<file path="src/rtl/fault_injector.sv">
// Register-file fault/access engine: read, write, flip-now and flip-after-delay on the core's regfile.
// Latency: read responds HALT_SETTLE+2 cycles after accept, modify HALT_SETTLE+3, delayed flip adds `delay`.
// Backpressure: one command in flight; cmd_ready is low until the response has been taken via rsp_ready.
module fault_injector #(
    parameter int DATA_WIDTH     = 32,
    parameter int REG_ADDR_WIDTH = 5,
    parameter int CNT_WIDTH      = 32,
    parameter int HALT_SETTLE    = 2
) (
    input  logic                      clk,
    input  logic                      rst,
    input  logic                      cmd_valid,
    output logic                      cmd_ready,
    input  logic [1:0]                cmd_op,
    input  logic [REG_ADDR_WIDTH-1:0] cmd_addr,
    input  logic [DATA_WIDTH-1:0]     cmd_data,
    input  logic [CNT_WIDTH-1:0]      cmd_delay,
    input  logic                      cancel,
    output logic                      rsp_valid,
    input  logic                      rsp_ready,
    output logic [DATA_WIDTH-1:0]     rsp_data,
    output logic                      rsp_err,
    output logic                      armed,
    output logic                      cpu_stop,
    output logic [REG_ADDR_WIDTH-1:0] rf_addr,
    output logic [DATA_WIDTH-1:0]     rf_wdata,
    output logic                      rf_we,
    input  logic [DATA_WIDTH-1:0]     rf_rdata
);

    localparam logic [1:0] OP_READ  = 2'b00;
    localparam logic [1:0] OP_WRITE = 2'b01;
    localparam logic [1:0] OP_DFLIP = 2'b11;

    // Settle counter only needs to reach HALT_SETTLE-1.
    localparam int SETTLE_W = (HALT_SETTLE > 1) ? $clog2(HALT_SETTLE) : 1;
    localparam logic [SETTLE_W-1:0] SETTLE_LAST = SETTLE_W'(HALT_SETTLE - 1);

    typedef enum logic [2:0] {
        ST_IDLE,
        ST_ARMED,
        ST_HALT,
        ST_READ,
        ST_WRITE,
        ST_RESP
    } state_t;

    state_t                    state;
    state_t                    state_nxt;

    logic [1:0]                op_q;
    logic [REG_ADDR_WIDTH-1:0] addr_q;
    logic [DATA_WIDTH-1:0]     data_q;
    logic [CNT_WIDTH-1:0]      cnt_q;
    logic [SETTLE_W-1:0]       settle_q;
    logic [DATA_WIDTH-1:0]     rsp_data_q;
    logic                      rsp_err_q;
    // Low while reset is held and for the first cycle after release, so
    // no command is ever accepted at an edge that still sees reset.
    logic                      run_q;

    logic                      accept;
    logic                      modify;
    logic                      addr_is_x0;

    assign accept     = cmd_valid && cmd_ready;
    assign modify     = (op_q != OP_READ);
    assign addr_is_x0 = (addr_q == '0);
    assign rsp_data   = rsp_data_q;
    assign rsp_err    = rsp_err_q;

    // State register; reset abandons any command in flight.
    always_ff @(posedge clk) begin
        if (!rst) begin
            state <= ST_IDLE;
        end else begin
            state <= state_nxt;
        end
    end

    // Next-state decode; all handshake and regfile strobes come straight from state.
    always_comb begin
        state_nxt = state;
        cmd_ready = 1'b0;
        armed     = 1'b0;
        cpu_stop  = 1'b0;
        rsp_valid = 1'b0;
        rf_we     = 1'b0;
        rf_addr   = '0;
        rf_wdata  = '0;
        case (state)
            ST_IDLE: begin
                cmd_ready = run_q;
                if (cmd_valid && run_q) begin
                    if (cmd_op == OP_DFLIP && cmd_delay != '0) begin
                        state_nxt = ST_ARMED;
                    end else begin
                        state_nxt = ST_HALT;
                    end
                end
            end
            ST_ARMED: begin
                armed = 1'b1;
                // Cancel wins over expiry landing in the same cycle.
                if (cancel) begin
                    state_nxt = ST_RESP;
                end else if (cnt_q == CNT_WIDTH'(1)) begin
                    state_nxt = ST_HALT;
                end
            end
            ST_HALT: begin
                cpu_stop = 1'b1;
                if (settle_q == SETTLE_LAST) begin
                    state_nxt = ST_READ;
                end
            end
            ST_READ: begin
                cpu_stop = 1'b1;
                rf_addr  = addr_q;
                // x0 is hardwired; a modify aimed at it is refused without a write.
                if (!modify || addr_is_x0) begin
                    state_nxt = ST_RESP;
                end else begin
                    state_nxt = ST_WRITE;
                end
            end
            ST_WRITE: begin
                cpu_stop  = 1'b1;
                rf_we     = 1'b1;
                rf_addr   = addr_q;
                rf_wdata  = (op_q == OP_WRITE) ? data_q : (rsp_data_q ^ data_q);
                state_nxt = ST_RESP;
            end
            ST_RESP: begin
                rsp_valid = 1'b1;
                if (rsp_ready) begin
                    state_nxt = ST_IDLE;
                end
            end
            default: begin
                state_nxt = ST_IDLE;
            end
        endcase
    end

    // Command latch, delay/settle counters and the response register.
    always_ff @(posedge clk) begin
        if (!rst) begin
            run_q      <= 1'b0;
            op_q       <= '0;
            addr_q     <= '0;
            data_q     <= '0;
            cnt_q      <= '0;
            settle_q   <= '0;
            rsp_data_q <= '0;
            rsp_err_q  <= 1'b0;
        end else begin
            run_q <= 1'b1;
            if (accept) begin
                op_q       <= cmd_op;
                addr_q     <= cmd_addr;
                data_q     <= cmd_data;
                cnt_q      <= cmd_delay;
                rsp_data_q <= '0;
                rsp_err_q  <= 1'b0;
            end
            // Counter stops at zero because ARMED is left when it reads 1.
            if (state == ST_ARMED) begin
                cnt_q <= cnt_q - CNT_WIDTH'(1);
                if (cancel) begin
                    rsp_data_q <= '0;
                    rsp_err_q  <= 1'b1;
                end
            end
            if (state == ST_HALT) begin
                settle_q <= settle_q + SETTLE_W'(1);
            end else begin
                settle_q <= '0;
            end
            // The pre-operation value is both the response and the XOR source.
            if (state == ST_READ) begin
                rsp_data_q <= rf_rdata;
                rsp_err_q  <= modify && addr_is_x0;
            end
        end
    end

endmodule

</file>
<file path="config.mk">
export PLATFORM = sky130hd
export DESIGN_NAME = fault_injector
export DESIGN_NICKNAME = d
export VERILOG_FILES = /design/src/rtl/fault_injector.sv
export SDC_FILE = /design/constraint.sdc
export NUM_CORES = 1
export LEC_CHECK = 0
export BUFFER_PORTS_ARGS = -buffer_cell sky130_fd_sc_hd__buf_2
export CORE_MARGIN = 10
export CORE_UTILIZATION = 33
export CTS_BUF_LIST = sky130_fd_sc_hd__clkbuf_16
export CTS_CLUSTER_DIAMETER = 150
export DETAILED_ROUTE_END_ITERATION = 10
export GPL_TIMING_DRIVEN = 1
export SYNTH_ARGS = -nofsm -noshare
export SYNTH_HDL_FRONTEND = slang
export SYNTH_SLANG_ARGS = --single-unit
</file>
<file path="constraint.sdc">
create_clock -name clk -period 3.3 [get_ports clk]
set_input_delay 0 -clock clk [delete_from_list [all_inputs] [get_ports clk]]
set_output_delay 0 -clock clk [all_outputs]
set_load 0.02 [all_outputs]
</file>
==> flow_summary.json <==
{
  "ys_seq_area_share_pct": 41.9,
  "rr_worst_depth": 5,
  "dp_hpwl_um": 12700,
  "cts_buffers": 9,
  "max-slew-margin-rel_pct": 26.6,
  "synth_top_area_cell": "dfxtp_1",
  "utilization_pct": 49.7,
  "yosys_register_bits": 109,
  "muxShareOfSynthArea_pct": 0.649,
  "n_fill_cell": 1524,
  "rr_startpoint": "cnt_q[18]",
  "slowest_delay_ps": 570,
  "hold_path_end": "cnt_q[30]",
  "insertion_delay_ps": 360,
  "tns_ps": 0,
  "vias": 5887,
  "fin_ws_ps": 724,
  "yosys_most_used_dff": "dfxtp_1",
  "top_usage_layer": "met2",
  "final.period_utilization_pct": 78.1,
  "timing.fmax_mhz": 388,
  "drc": 0,
  "clock-sinks": 109,
  "required_ps": 3550,
  "post_cts_resized": 0,
  "synth_area_leaders": "dfxtp_1, nand2_1, a21oi_1",
  "io_buffers": 182,
  "slowest_stage": "or4_4",
  "synth_top_area_share_pct": 41.9,
  "start_kind": "register",
  "regArea_um2": 2180,
  "critPathMaxFanout": 7,
  "maxCapViolations": 0,
  "dieWidth_um": 146,
  "powerDensity_nw_per_um2": 459,
  "final_nets": 1052,
  "cts.clk_slew.worst_paths_ps": 70,
  "setup_viol": 0,
  "multi_input_area_um2": 2810,
  "critical_path_class": "register to register",
  "reg2reg_to": "cnt_q[28]",
  "clockBufferDepth": 2,
  "max-vdd-ir-drop_uv": 311,
  "dp_cells": 1040,
  "root_buffer": "clkbuf_16",
  "synth_cell_types": 51,
  "syn-instance-count": 684,
  "drt_pre_antenna_iters": 5,
  "fin_cells": 1160,
  "synth-compound-area-share_pct": 20.1,
  "hold_viol_final": 0,
  "synth_fp_nets": 794,
  "h-tree-depth": 3,
  "hp-class": "primary input to register",
  "hold_path_startpoint": "cmd_delay[30]",
  "synth-edff-count": 0,
  "grt_use_met3_pct": 3.69,
  "run_status": "finished clean",
  "grt_overflow": 0,
  "cts_tree": "yes",
  "rrSetupSlack_ps": 720,
  "synth-simple-area-share_pct": 26.9,
  "max_slew.worst_pin.slew_ps": 1100,
  "crit_top_cell": "or4_4",
  "synth_area_um2": 5210,
  "die_height_um": 146,
  "die_area_um2": 21200,
  "avgSynthCellArea_um2": 7.61,
  "areaGrowthSynthToFinish_pct": 46.2,
  "arrival_ps": 2820,
  "start_util_pct": 34.0,
  "coreArea_um2": 15300,
  "fin_skew_ps": 10.8,
  "avgRoutedWirePerCell_um": 16.5,
  "drt-total-wl_um": 19200,
  "antenna_found_initial": 3,
  "rsz0062_at_grt": "no",
  "crit_chain": "or4_4 > or4_4 > or4_1 > o311a_1 > o21a_1",
  "synth_top_family_by_area": "simple AND/OR/NAND/NOR gates",
  "top_level_ports": 183,
  "yosysWarnings": 0,
  "post_drt_via_cell_ratio": 5.08,
  "synthAdderAreaFrac_pct": 0.481,
  "grt_pass1_wl_um": 30400,
  "end_kind": "register",
  "hold_depth": 4,
  "drt_iter0_markers": 456,
  "synthXorXnorAreaFrac_pct": 5.55,
  "period_needed_ps": 2580,
  "grt_usage_pct": 17.5,
  "async_reset_ff_share_pct": 0,
  "p_leak_nw": 3.12,
  "drive_gt1_share_pct": 23.5,
  "place_ws_ps": 749,
  "use_met2_pct": 27.4,
  "grt_max_degree": 61,
  "place_congestion": 0.852,
  "grt_use_met1_pct": 22.5,
  "grt_pass1_vias": 5565,
  "rows": 45,
  "maxSlewViolCount": 0,
  "postRouteAntennaNets": 0
}
==> logic make-up (layout without fill, tap and decap cells) <==
kind of cell,count (synthesis),after routing
fa+ha+maj,2,2
other cells,0,2
xor+xnor,33,33
flops,109,109
buf+inv,61,324
compound gates,165,165
simple gates,311,311
mux,3,3
==> synth_stat cells (2+ instances only) <==
master     count
nand2_1      130
dfxtp_1      109
nor2_1        85
a21oi_1       70
clkbuf_1      43
a22oi_1       35
xor2_1        32
nor3_1        20
nand3_1       17
nor4_1        16
o21ai_0       16
inv_1         11
a31oi_1        7
nand4_1        7
o211ai_1       7
or4_1          7
a211oi_1       6
and2_1         6
o311ai_0       6
buf_1          5
and3_1         4
or3_1          4
mux2_2         3
a221oi_1       2
a2bb2oi_1      2
a311oi_1       2
ha_1           2
nand3b_1       2
nor4b_1        2
o21a_1         2
or3_2          2
or3b_2         2
or4_4          2
==> layer usage <==
metal,routed length (um),vias to the layer above
met5,13,-
met3,1220,34
met2,8740,221
li1,-,2926
met4,578,2
met1,8620,2704
==> sequential cells by signal, indices dropped and copies added (netlist names) <==
| signal | count |
|---|---|
| addr_q | 5 |
| settle_q | 1 |
| data_q | 32 |
| rsp_data | 32 |
| cnt_q | 32 |
| op_q | 2 |
| rsp_err | 1 |
| run_q | 1 |
| state | 3 |
==> how the worst max path moves through the flow <==
stage | slack, ps | to | startpoint | cells after the start
after detailed placement | 750 | cnt_q[28] | cnt_q[18] | 5
after global routing | 570 | cnt_q[20] | state[0] | 6
final | 720 | cnt_q[28] | cnt_q[18] | 5
after CTS | 730 | cnt_q[28] | cnt_q[18] | 5
after floorplan | 840 | cnt_q[28] | cnt_q[18] | 6
after global placement | 760 | cnt_q[28] | cnt_q[18] | 5
==> layout by cell type (no fill, tap or decap), types with 5 or more instances in the layout <==
cell type / n
nor2_1: 85
and2_1: 6
clkbuf_16: 9
nor3_1: 20
inv_1: 10
dlygate4sd3_1: 102
a211oi_1: 5
nand4_1: 7
nor4_1: 16
buf_2: 182
a31oi_1: 7
nand3_1: 16
buf_4: 12
o21ai_0: 16
o311ai_0: 6
dfxtp_1: 109
o211ai_1: 7
a21oi_1: 70
or4_1: 7
nand2_1: 130
a22oi_1: 35
xor2_1: 32
==> layout make-up <==
type,count,area share [%]
antenna,2,0.0657
tap,211,3.47
clock inverter,7,0.740
inverter,12,0.592
clock buffer,9,2.96
sequential,109,28.7
timing repair buffer,296,26.6
multi-input combinational,514,37.0
==> worst max-delay path: cells and delay by family, from the launching register on <==
kind | cells | cell delay (ps)
AND/OR/NAND/NOR | 3 | 1560
AO/OA/AOI/OAI | 2 | 550
flip-flops | 1 | 360
==> stage by stage <==
step	total power, mW	hold WS (ps)	instance area, um^2
after floorplan	2.08	27.7	5210
after global placement	2.36	241	6310
after detailed placement	2.36	247	6310
after CTS	3.52	24.0	7610
after global routing	3.69	52.0	7610
final	3.49	39.9	7610
==> where the power goes <==
group | switching (mW) | leakage [nW] | internal, mW
Combinational | 0.533 | 2.09 | 0.377
Clock | 0.537 | 0.138 | 0.523
Sequential | 0.105 | 0.887 | 1.42
Total | 1.18 | 3.12 | 2.32
==> what timing repair did <==
item                                   CTS  global route
hold buffers                           102             0
endpoints found under the hold margin  102             0
setup buffers                            0             0
setup endpoints to repair                0             0
(Power assumes the default switching activity.)
